[config.mk]
export PLATFORM = sky130hd
export DESIGN_NAME = seq_restoring_divider
export DESIGN_NICKNAME = d
export VERILOG_FILES = /design/src/rtl/div_pkg.sv /design/src/rtl/div_step.sv /design/src/rtl/seq_restoring_divider.sv
export SDC_FILE = /design/constraint.sdc
export NUM_CORES = 1
export LEC_CHECK = 0
export BUFFER_PORTS_ARGS = -buffer_cell sky130_fd_sc_hd__buf_4
export CAP_MARGIN = 30
export CELL_PAD_IN_SITES_DETAIL_PLACEMENT = 1
export CELL_PAD_IN_SITES_GLOBAL_PLACEMENT = 2
export CORE_AREA = 2 2 75 77
export DETAILED_ROUTE_END_ITERATION = 7
export DIE_AREA = 0 0 77 79
export PLACE_DENSITY_LB_ADDON = 0.05
export SLEW_MARGIN = 20
export SYNTH_ARGS = -nofsm -noshare
export SYNTH_HDL_FRONTEND = slang
export SYNTH_SLANG_ARGS = --single-unit
[constraint.sdc]
create_clock -name clk -period 2 [get_ports clk]
set_clock_uncertainty 0.15 [all_clocks]
set_input_delay 0.2 -clock clk [delete_from_list [all_inputs] [get_ports clk]]
set_output_delay 0.2 -clock clk [all_outputs]
set_load 0.03 [all_outputs]
[src/rtl/div_pkg.sv]
// Shared types and helpers for the sequential restoring divider.
package div_pkg;

  typedef enum logic [1:0] {
    IDLE = 2'd0,
    RUN  = 2'd1,
    DONE = 2'd2
  } div_state_t;

  localparam int DIV_WIDTH_DEFAULT = 4;

  // Counter must hold the value WIDTH itself, hence w+1.
  function automatic int cnt_width(input int w);
    return $clog2(w + 1);
  endfunction

endpackage

[src/rtl/div_step.sv]
// One unsigned restoring-division iteration: shift, trial subtract, restore on borrow.
module div_step #(
  parameter int WIDTH = 4
) (
  input  logic [WIDTH-1:0] r,
  input  logic [WIDTH-1:0] q,
  input  logic [WIDTH-1:0] d,
  output logic [WIDTH-1:0] r_next,
  output logic [WIDTH-1:0] q_next
);

  logic [WIDTH:0]   r_shift;
  logic [WIDTH:0]   trial;
  logic [WIDTH-1:0] q_shift;

  // The partial remainder is always below the divisor, so its top bit is
  // implicitly zero and only WIDTH bits need to be carried between steps.
  always_comb begin
    r_shift = {r, q[WIDTH-1]};
    q_shift = {q[WIDTH-2:0], 1'b0};
    trial   = r_shift - {1'b0, d};
    if (!trial[WIDTH]) begin
      r_next = trial[WIDTH-1:0];
      q_next = q_shift | WIDTH'(1);
    end else begin
      r_next = r_shift[WIDTH-1:0];
      q_next = q_shift;
    end
  end

endmodule

[src/rtl/seq_restoring_divider.sv]
// Sequential unsigned restoring divider: one quotient bit per clock, start/done handshake.
module seq_restoring_divider
  import div_pkg::*;
#(
  parameter int WIDTH = DIV_WIDTH_DEFAULT
) (
  input  logic             clk,
  input  logic             rst,
  input  logic             start,
  input  logic [WIDTH-1:0] dividend,
  input  logic [WIDTH-1:0] divisor,
  output logic             busy,
  output logic             done,
  output logic [WIDTH-1:0] quotient,
  output logic [WIDTH-1:0] remainder,
  output logic             div_by_zero
);

  localparam int CW = cnt_width(WIDTH);

  div_state_t       state, state_nx;
  logic [CW-1:0]    cnt;
  logic [WIDTH-1:0] q_r, r_r, d_r;
  logic [WIDTH-1:0] q_step, r_step;
  logic             accept, zero_div, last;

  div_step #(.WIDTH(WIDTH)) u_step (
    .r      (r_r),
    .q      (q_r),
    .d      (d_r),
    .r_next (r_step),
    .q_next (q_step)
  );

  always_comb begin
    accept   = 1'b0;
    zero_div = (divisor == '0);
    last     = (cnt == CW'(1));
    state_nx = state;
    case (state)
      IDLE, DONE: begin
        accept   = start;
        state_nx = start ? (zero_div ? DONE : RUN) : IDLE;
      end
      RUN:     if (last) state_nx = DONE;
      default: state_nx = IDLE;
    endcase
  end

  always_ff @(posedge clk or posedge rst) begin
    if (rst) state <= IDLE;
    else     state <= state_nx;
  end

  // Result registers only change on entry to DONE, so the previous
  // operation's results stay visible while a new one runs.
  always_ff @(posedge clk or posedge rst) begin
    if (rst) begin
      cnt         <= '0;
      q_r         <= '0;
      r_r         <= '0;
      d_r         <= '0;
      quotient    <= '0;
      remainder   <= '0;
      div_by_zero <= 1'b0;
    end else if (accept) begin
      if (zero_div) begin
        quotient    <= '1;
        remainder   <= dividend;
        div_by_zero <= 1'b1;
        cnt         <= '0;
      end else begin
        q_r         <= dividend;
        r_r         <= '0;
        d_r         <= divisor;
        cnt         <= CW'(WIDTH);
        div_by_zero <= 1'b0;
      end
    end else if (state == RUN) begin
      q_r <= q_step;
      r_r <= r_step;
      cnt <= cnt - CW'(1);
      if (last) begin
        quotient  <= q_step;
        remainder <= r_step;
      end
    end
  end

  assign busy = (state == RUN);
  assign done = (state == DONE);

endmodule

Word level (Yosys, flattened, before mapping)
Index checks and enable logic that the tools add are counted.
{"block": "word_totals", "wordCells": 50, "output_inout_bits": 11, "inputBits": 11, "ff_bits": 26}
{"block": "op_classes", "addsub": 2, "n_eq_ne": 6, "bitwise_logic": 1, "muxes": 25, "n_reduce_logical": 8}
{"operator": "$mux 4", "n": 15}
{"operator": "$mux 3", "n": 3}
{"operator": "$mux 2", "n": 3}
{"operator": "$sub 5x4->5", "n": 1}
{"operator": "$logic_not 4->1", "n": 1}
{"operator": "$ne 2x1->1 const B", "n": 2}
{"operator": "$pmux 2 s2", "n": 1}
{"operator": "$reduce_and 2->1", "n": 2}
{"operator": "$reduce_bool 2->1", "n": 2}
{"operator": "$eq 3x1->1 const B", "n": 1}
{"operator": "$mux 1", "n": 3}
{"operator": "$reduce_and 3->1", "n": 1}
{"operator": "$sub 3x1->3 const B", "n": 1}
{"operator": "$eq 2x1->1 const B", "n": 1}
{"operator": "$eq 2x2->1 const B", "n": 1}
{"operator": "$logic_not 2->1", "n": 1}
{"operator": "$ne 2x2->1 const B", "n": 1}
{"operator": "$reduce_or 2->1", "n": 1}
{"operator": "$not 1->1", "n": 1}

Depth between registers and ports, before layout
Gate-level depths: netlist of the first run.
{"block": "depth", "ltp_word": 5, "mapped_depth": 9, "mapped_depth_nobuf": 8}

By module
A second synthesis of the first run with hierarchy kept.
{"block": "unflattened", "hier_cells": 130, "area_unflattened_um2": 1373.8}
{"module": "seq_restoring_divider", "cells_per_inst": 103, "area_each_um2": 1149.9, "instances": 1, "seq_area_each_um2": 650.6}
{"module": "div_step", "cells_per_inst": 27, "area_each_um2": 224.0, "instances": 1, "seq_area_each_um2": 0.0}

Worst setup path before layout of the first run
OpenSTA, ideal clock, no wires.
{"block": "synth_path", "path_type": "reg2reg", "start": "reg q_r[3]", "end": "reg remainder[3]", "required_ps": 1724, "t_arrival_ps": 1812, "period_less_slack_ps": 2088, "slack_ps": -88, "setup_time_ps": 126, "n_path_buf": 0, "stages_incl_launch_ff": 9, "cell_sequence": "dfrtp_1 -> inv_1 -> ha_1 -> fa_1 -> nand2b_1 -> o2bb2ai_2 -> xnor2_1 -> a211oi_1 -> o21ai_1"}
{"block": "synth_via", "elab_chain_len": 5}
{"item": "start: declaration", "line_no": "seq_restoring_divider.sv:23", "rtl": "logic [WIDTH-1:0] q_r, r_r, d_r;"}
{"item": "start signal: assignment", "line_no": "seq_restoring_divider.sv:73", "rtl": "q_r <= dividend;"}
{"item": "start signal: assignment", "line_no": "seq_restoring_divider.sv:80", "rtl": "q_r <= q_step;"}
{"item": "$sub 5x4->5", "line_no": "div_step.sv:21", "rtl": "trial = r_shift - {1'b0, d};"}
{"item": "$mux 4", "line_no": "div_step.sv:22", "rtl": "if (!trial[WIDTH]) begin"}
{"item": "$mux 4", "line_no": "seq_restoring_divider.sv:83", "rtl": "if (last) begin"}
{"item": "$mux 4", "line_no": "seq_restoring_divider.sv:79", "rtl": "end else if (state == RUN) begin"}
{"item": "$mux 4", "line_no": "seq_restoring_divider.sv:66", "rtl": "end else if (accept) begin"}
{"item": "end signal: assignment", "line_no": "seq_restoring_divider.sv:69", "rtl": "remainder <= dividend;"}
{"item": "end signal: assignment", "line_no": "seq_restoring_divider.sv:85", "rtl": "remainder <= r_step;"}
{"item": "end: declaration", "line_no": "seq_restoring_divider.sv:15", "rtl": "output logic [WIDTH-1:0] remainder,"}
No other way between the ends. The select of a mux whose other input is x is not followed.
A chain may end at the register's enable or synchronous reset.

Worst setup path in the final report of the first run
{"block": "layout_path", "start": "reg d_r[0]", "end": "reg remainder[0]"}
{"block": "layout_via", "elab_chain_len": 5}
{"item": "start: declaration", "line_no": "seq_restoring_divider.sv:23"}
{"item": "start signal: assignment", "line_no": "seq_restoring_divider.sv:75", "rtl": "d_r <= divisor;"}
{"item": "$sub 5x4->5", "line_no": "div_step.sv:21"}
{"item": "$mux 4", "line_no": "div_step.sv:22"}
{"item": "$mux 4", "line_no": "seq_restoring_divider.sv:83"}
{"item": "$mux 4", "line_no": "seq_restoring_divider.sv:79"}
{"item": "$mux 4", "line_no": "seq_restoring_divider.sv:66"}
No other way between the ends. The select of a mux whose other input is x is not followed.

==> metrics.txt, run 1 <==
slew margin rel. 68.9%; Area after DPL 0.00176 mm2; Detail Route Antenna Nets 0; Starting Density 27.1%; input/output buffers 21; CTS sink count 26; worst hold stages 2; routability cong. 0.704; Yosys top cell by area dfrtp_1; failing checks negative setup slack; post-synth cell types 39; crit-path max cell delay 0.42 ns; sequential area share after synthesis 44.9%; die height 79 um; Main synth FF type dfrtp_1; vias 1,206; Hold Path Origin divisor[3]; FFs w/ async S/R, synth 100%; Final Slew Violations 0; met2 wire length 2080 um; initial antenna violation count 0; Area Overhead vs Synth 32.3%; Worst-Margin Slew 0.467 ns; crit-path cells ha_4, fa_2, nand2b_4, o2bb2ai_4, o211ai_1, nand3_1, mux2_4; Worst Path Class, Setup reg -> reg; DP Wirelength 2870 um; I/O pin cnt 22; vias in the first global route 1,375; later-pin clock latency in the skew report 0.27 ns; synthesized flop and latch total 26; Min-Delay Path Class in -> reg; CTS tree yes; Total GRT Usage 14.1%; largest net degree at the start of global routing 27; Max IR drop VDD 0.551 mV; worst path required time 2.01 ns; fill count 629; total CTS buffers 3; dpl ws -0.131 ns; f_max 472 MHz; final setup TNS -0.366 ns; final core utilization 35.9%; Final period util 106%; Die Span X 77 um; count of max-cap constraint violations 0; CP delay by family, top adder cells; commonest cells after routing, fill and taps aside buf_4, dfrtp_1, nand2_1, nor2_1; area share of the largest cell type after synthesis 44.9%; EDFF count, synth 0; Data arrival, critical path 2.13 ns; Final WS setup -0.120 ns; most common cell after layout, fill and taps aside buf_4; vias per cell 4.67; final hold violations 0; highest routed metal layer met4; RSZ-0062 raised after global routing yes; Hold EP d_r[3]; H-tree Lvls 1; layout cells sized above 1 33.9%; syn_area_per_cell 9.47 um2; post-route cell area 0.00192 mm2; R2R setup slack -0.12 ns; Period minus WS final 2.12 ns; Mapped Cells 153; grt total ovfl 0; power per cell area 2040 mW/mm2; n_diodes 0; WHS 0.0278 ns; first-pass GRT wire length 6760 um; Ys Warns 0; top post-synthesis cells by area dfrtp_1, nand2_1, ha_1, nor2_1, o21ai_0; cell leakage power 0.891 nW; crit path max fanout 5; clk buf depth 2; post-synth net total 171; Startpoint Class register; status finished with violations; overall routed net length 3960 um; r2r endpoint remainder[0]; core region area 0.00534 mm2; reg2reg start d_r[0]; initial drt markers 23; CTS clk-pin slew, worst paths 0.10 ns; Buf+Inv Stages, Crit Path 0; Detailed Routing Iterations Pass 1 3; routed length per instance 15.3 um; Rows 27; setup violators final 6; CP endpoint kind register; DR DRC count 0; mapped cell area 0.00145 mm2; Slowest-stage cell, CP dfrtp_1; Nets 205; full die area 0.00608 mm2; Register-to-Register Path Depth 7; root buffer cell clkbuf_8; WL met3 55 um; wl on met1 1790 um
## cells by family (layout without fill, tap and decap cells)
logic type / after synthesis / count (layout) / synth area share [%]
compound gates: 36 / 37 / 18.6
buf+inv: 18 / 50 / 6.65
xor+xnor: 4 / 4 / 2.42
mux: 3 / 3 / 2.16
fa+ha+maj: 7 / 7 / 6.56
flops: 26 / 26 / 44.9
simple gates: 59 / 59 / 18.7
## sequential cells by signal, summed over array words and instances (netlist names)
name and flops:
quotient 4, div_by_zero 1, cnt 3, remainder 4
state 2, q_r 4, r_r 4, d_r 4
## area by class of cell
type                       instances  area [um2]  area share [%]
timing repair buffer              35         265            13.8
inverter                          11        41.3            2.15
tap                               72        90.1            4.70
clock buffer                       4        55.1            2.87
sequential                        26         651            33.9
multi-input combinational        110         815            42.5
## repair_timing
action / 4_1_cts / 5_1_grt
buffers inserted: 1 / 1
gates resized for setup: 6 / 9
hold endpoints to repair: 26 / 0
endpoints found under the setup margin: 9 / 10
hold buffers: 1 / 0
pin swaps: 8 / 5
cloned: 1 / 0
## per-stage QoR
step	power [W]	instances
2_1_floorplan	0.00260	153
3_3_place_gp	0.00320	250
3_5_place_dp	0.00324	250
4_1_cts	0.00378	257
5_1_grt	0.00425	258
6_report	0.00391	258
## routing by layer
metal | GRT usage (%) | vias up
met3 | 1.82 | 4
met4 | 4.29 | 0
met5 | 0 | -
met2 | 25.3 | 9
li1 | - | 589
met1 | 17.7 | 604
## worst max-delay path by stage
| stage | slack (ns) | to | cells after the start | from |
|---|---|---|---|---|
| after floorplan | -0.008 | remainder[0] | 8 | q_r[3] |
| after global placement | -0.09 | remainder[2] | 8 | q_r[3] |
| after detailed placement | -0.13 | remainder[2] | 8 | q_r[3] |
| after CTS | -0.1 | remainder[0] | 8 | q_r[3] |
| after global routing | -0.18 | remainder[0] | 7 | d_r[0] |
| final | -0.12 | remainder[0] | 7 | d_r[0] |
## report_power, final
group / internal, W / switching (W) / leakage (nW)
logic: 0.00114 / 0.00142 / 0.549
registers: 0.000791 / 0.000204 / 0.313
clock network: 0.000176 / 0.000174 / 0.0288
## cells in the mapped netlist, drive strengths merged, types with 3 or more instances
master and number:
a21oi 3, nand3 8, o21ai 14, nor2b 3, dfrtp 26, inv 11
buf 6, ha 6, nand2 22, a22o 4, nand2b 3, a31oi 6
nor2 16
Power figures use the tool's default switching activity.
==> run 2, diff against run 1 <==
--- a/config.mk
+++ b/config.mk
@@ -5,7 +5,7 @@
 export SDC_FILE = /design/constraint.sdc
 export NUM_CORES = 1
 export LEC_CHECK = 0
-export BUFFER_PORTS_ARGS = -buffer_cell sky130_fd_sc_hd__buf_4
+export BUFFER_PORTS_ARGS = -buffer_cell sky130_fd_sc_hd__buf_2
 export CAP_MARGIN = 30
 export CELL_PAD_IN_SITES_DETAIL_PLACEMENT = 1
 export CELL_PAD_IN_SITES_GLOBAL_PLACEMENT = 2
==> run 2 against run 1 <==
Compared with the run above: the run still ends with negative setup slack left; utilization decreased by 0.73 points; register-to-register slack better by 0.08 ns; die area stayed put; sequential cell count did not move; final cell count grew 0.78%; critical endpoint is now q_r[0]; clock-buffer cell count decreased by 1; sequential power grew 0.4%; largest cell class unchanged; sequential share of layout area up 0.70 points.
==> metrics.txt, run 2 (same netlist as run 1, synthesis figures left out) <==
vias per cell 4.67 (-0.19%); status finished with violations; vias in the first global route 1,361 (-1.0%); Starting Density 27.1% (unchanged); core region area 0.00534 mm2 (unchanged); crit-path max cell delay 0.37 ns (-0.05 ns); count of max-cap constraint violations 0 (unchanged); Final Slew Violations 0 (unchanged); met3 Use GR 1.82% (unchanged); worst path required time 2.04 ns (+0.03 ns); Min-Delay Path Class in -> reg; CP endpoint kind register; Final period util 102% (-3.9 points); Area Overhead vs Synth 29.6%; setup violators final 5 (-1); CP delay by family, top adder cells; crit-path cells inv_2, ha_4, fa_2, nand2b_4, o2bb2ai_4, xnor2_4, nand2_1, a31oi_1; fill count 654 (+4.0%); sequential share of power 25.7% (+0.2 points); met1 usage 18.6% (+0.88 points); later-pin clock latency in the skew report 0.28 ns (about the same); H-tree Lvls 1 (unchanged); met2 Usage GRT 24.6% (-0.61 points); Rows 27 (unchanged); Worst-Margin Slew 0.520 ns (+0.0531 ns); Die Span X 77 um (unchanged); final core utilization 35.2% (-0.73 points); slew margin rel. 65.3% (-3.5 points); GR peak layer met2; routability cong. 0.713 (+1.2%); CTS sink count 26 (unchanged); PnR Total Power 0.00389 W (-0.34%); Startpoint Class register; most common cell after layout, fill and taps aside dfrtp_1; n_diodes 0 (unchanged); commonest cells after routing, fill and taps aside dfrtp_1, nand2_1, buf_2, buf_4, nor2_1; layout cells sized above 1 35.1% (+1.2 points); full die area 0.00608 mm2 (unchanged); Data arrival, critical path 2.09 ns (-0.04 ns); power per cell area 2070 mW/mm2 (+1.7%); root buffer cell clkbuf_8; largest net degree at the start of global routing 27 (unchanged); Detailed Routing Iterations Pass 1 4 (+1); dpl ws -0.0999 ns (+0.0308 ns); crit path max fanout 5 (unchanged); routed length per instance 15.2 um (-1.2%); initial antenna violation count 0 (unchanged); clk buf depth 2 (unchanged); vias 1,213 (+0.58%); Nets 208 (+1.5%); cell leakage power 0.880 nW (-1.3%); Sw Share 46.3% (+0.38 points); Buf+Inv Stages, Crit Path 1 (+1); CTS clk-pin slew, worst paths 0.10 ns (about the same); combinational power share 66.3% (+0.7 points); initial drt markers 37 (+61%); Internal 0.00209 W (-1.0%); Max IR drop VDD 0.496 mV (-10%); Final WS setup -0.0415 ns (+0.0785 ns); Period minus WS final 2.04 ns (-0.0785 ns); DP Wirelength 2890 um (+0.42%); clock network fraction of design power 8.0% (-1.0 points); Detail Route Antenna Nets 0 (unchanged); final hold violations 0 (unchanged); failing checks negative setup slack; total CTS buffers 3 (unchanged); grt total ovfl 0 (unchanged); DR DRC count 0 (unchanged); Total GRT Usage 14.2% (+0.13 points); Worst Path Class, Setup reg -> reg; final setup TNS -0.147 ns (+0.219 ns); input/output buffers 21 (unchanged); first-pass GRT wire length 6770 um (+0.19%); CTS tree yes; Sw Pwr 0.00180 W (+0.47%); f_max 490 MHz (+3.8%); RSZ-0062 raised after global routing yes; die height 79 um (unchanged); Slowest-stage cell, CP dfrtp_1; I/O pin cnt 22 (unchanged); overall routed net length 3940 um (-0.48%)
-- run 2: through the flow --
stage                     hold slack, ns  instances  area (um2)
final                             0.0462        260        1880
after global routing              0.0364        260        1880
after CTS                         0.0421        258        1840
after detailed placement           0.140        250        1700
after global placement             0.133        250        1700
after floorplan                   0.0900        153        1480
-- run 2: per-layer routing --
metal / up-vias / routed length [um]
li1: 594 / -
met1: 596 / 1830
met2: 17 / 1970
met3: 6 / 94
met4: 0 / 46
met5: - / 0
-- run 2: area by class of cell --
class	instances	area (um2)	share of cell area, %
Multi-Input combinational cell	110	820	43.6
Sequential cell	26	651	34.6
Timing Repair Buffer	38	235	12.5
Tap cell	72	90.1	4.80
Clock buffer	3	41.3	2.20
Inverter	11	41.3	2.20
-- run 2: path summary, 6_finish.rpt --
kind / start / endpoint / slack, ns / cells past startpoint
worst max-delay path: q_r[3] / q_r[0] / -0.04 / 8
worst min-delay path: divisor[2] / d_r[2] / 0.05 / 2
worst max register to register: q_r[3] / q_r[0] / -0.04 / 8
worst min register to register: quotient[1] / quotient[1] / 0.32 / 2
max in group asynchronous: rst / r_r[3] / 1.08 / 4
min in group asynchronous: rst / q_r[0] / 0.36 / 4
-- run 2: power groups by stage --
stage          Clock (W)  Combinational, W  Sequential [W]
3_3_place_gp           0           0.00213        0.000994
3_5_place_dp           0           0.00216         0.00100
5_1_grt         0.000347           0.00287         0.00104
6_report        0.000313           0.00258        0.000999
4_1_cts         0.000322           0.00245         0.00100
2_1_floorplan          0           0.00148         0.00112
-- run 2: worst register-to-register path: stages, from the launching register on --
cell and delay (ns):
dfrtp_1 0.37, inv_2 0.06, ha_4 0.16, fa_2 0.33, nand2b_4 0.16, o2bb2ai_4 0.19
xnor2_4 0.24, nand2_1 0.09, a31oi_1 0.22
-- run 2: repair_timing --
| item | CTS | global route |
|---|---|---|
| pin swaps | 11 | 8 |
| setup endpoints to repair | 9 | 10 |
| hold buffers | 1 | 0 |
| cloned | 1 | 0 |
| endpoints found under the hold margin | 26 | 0 |
| resized for setup | 9 | 7 |
| setup buffers | 3 | 2 |
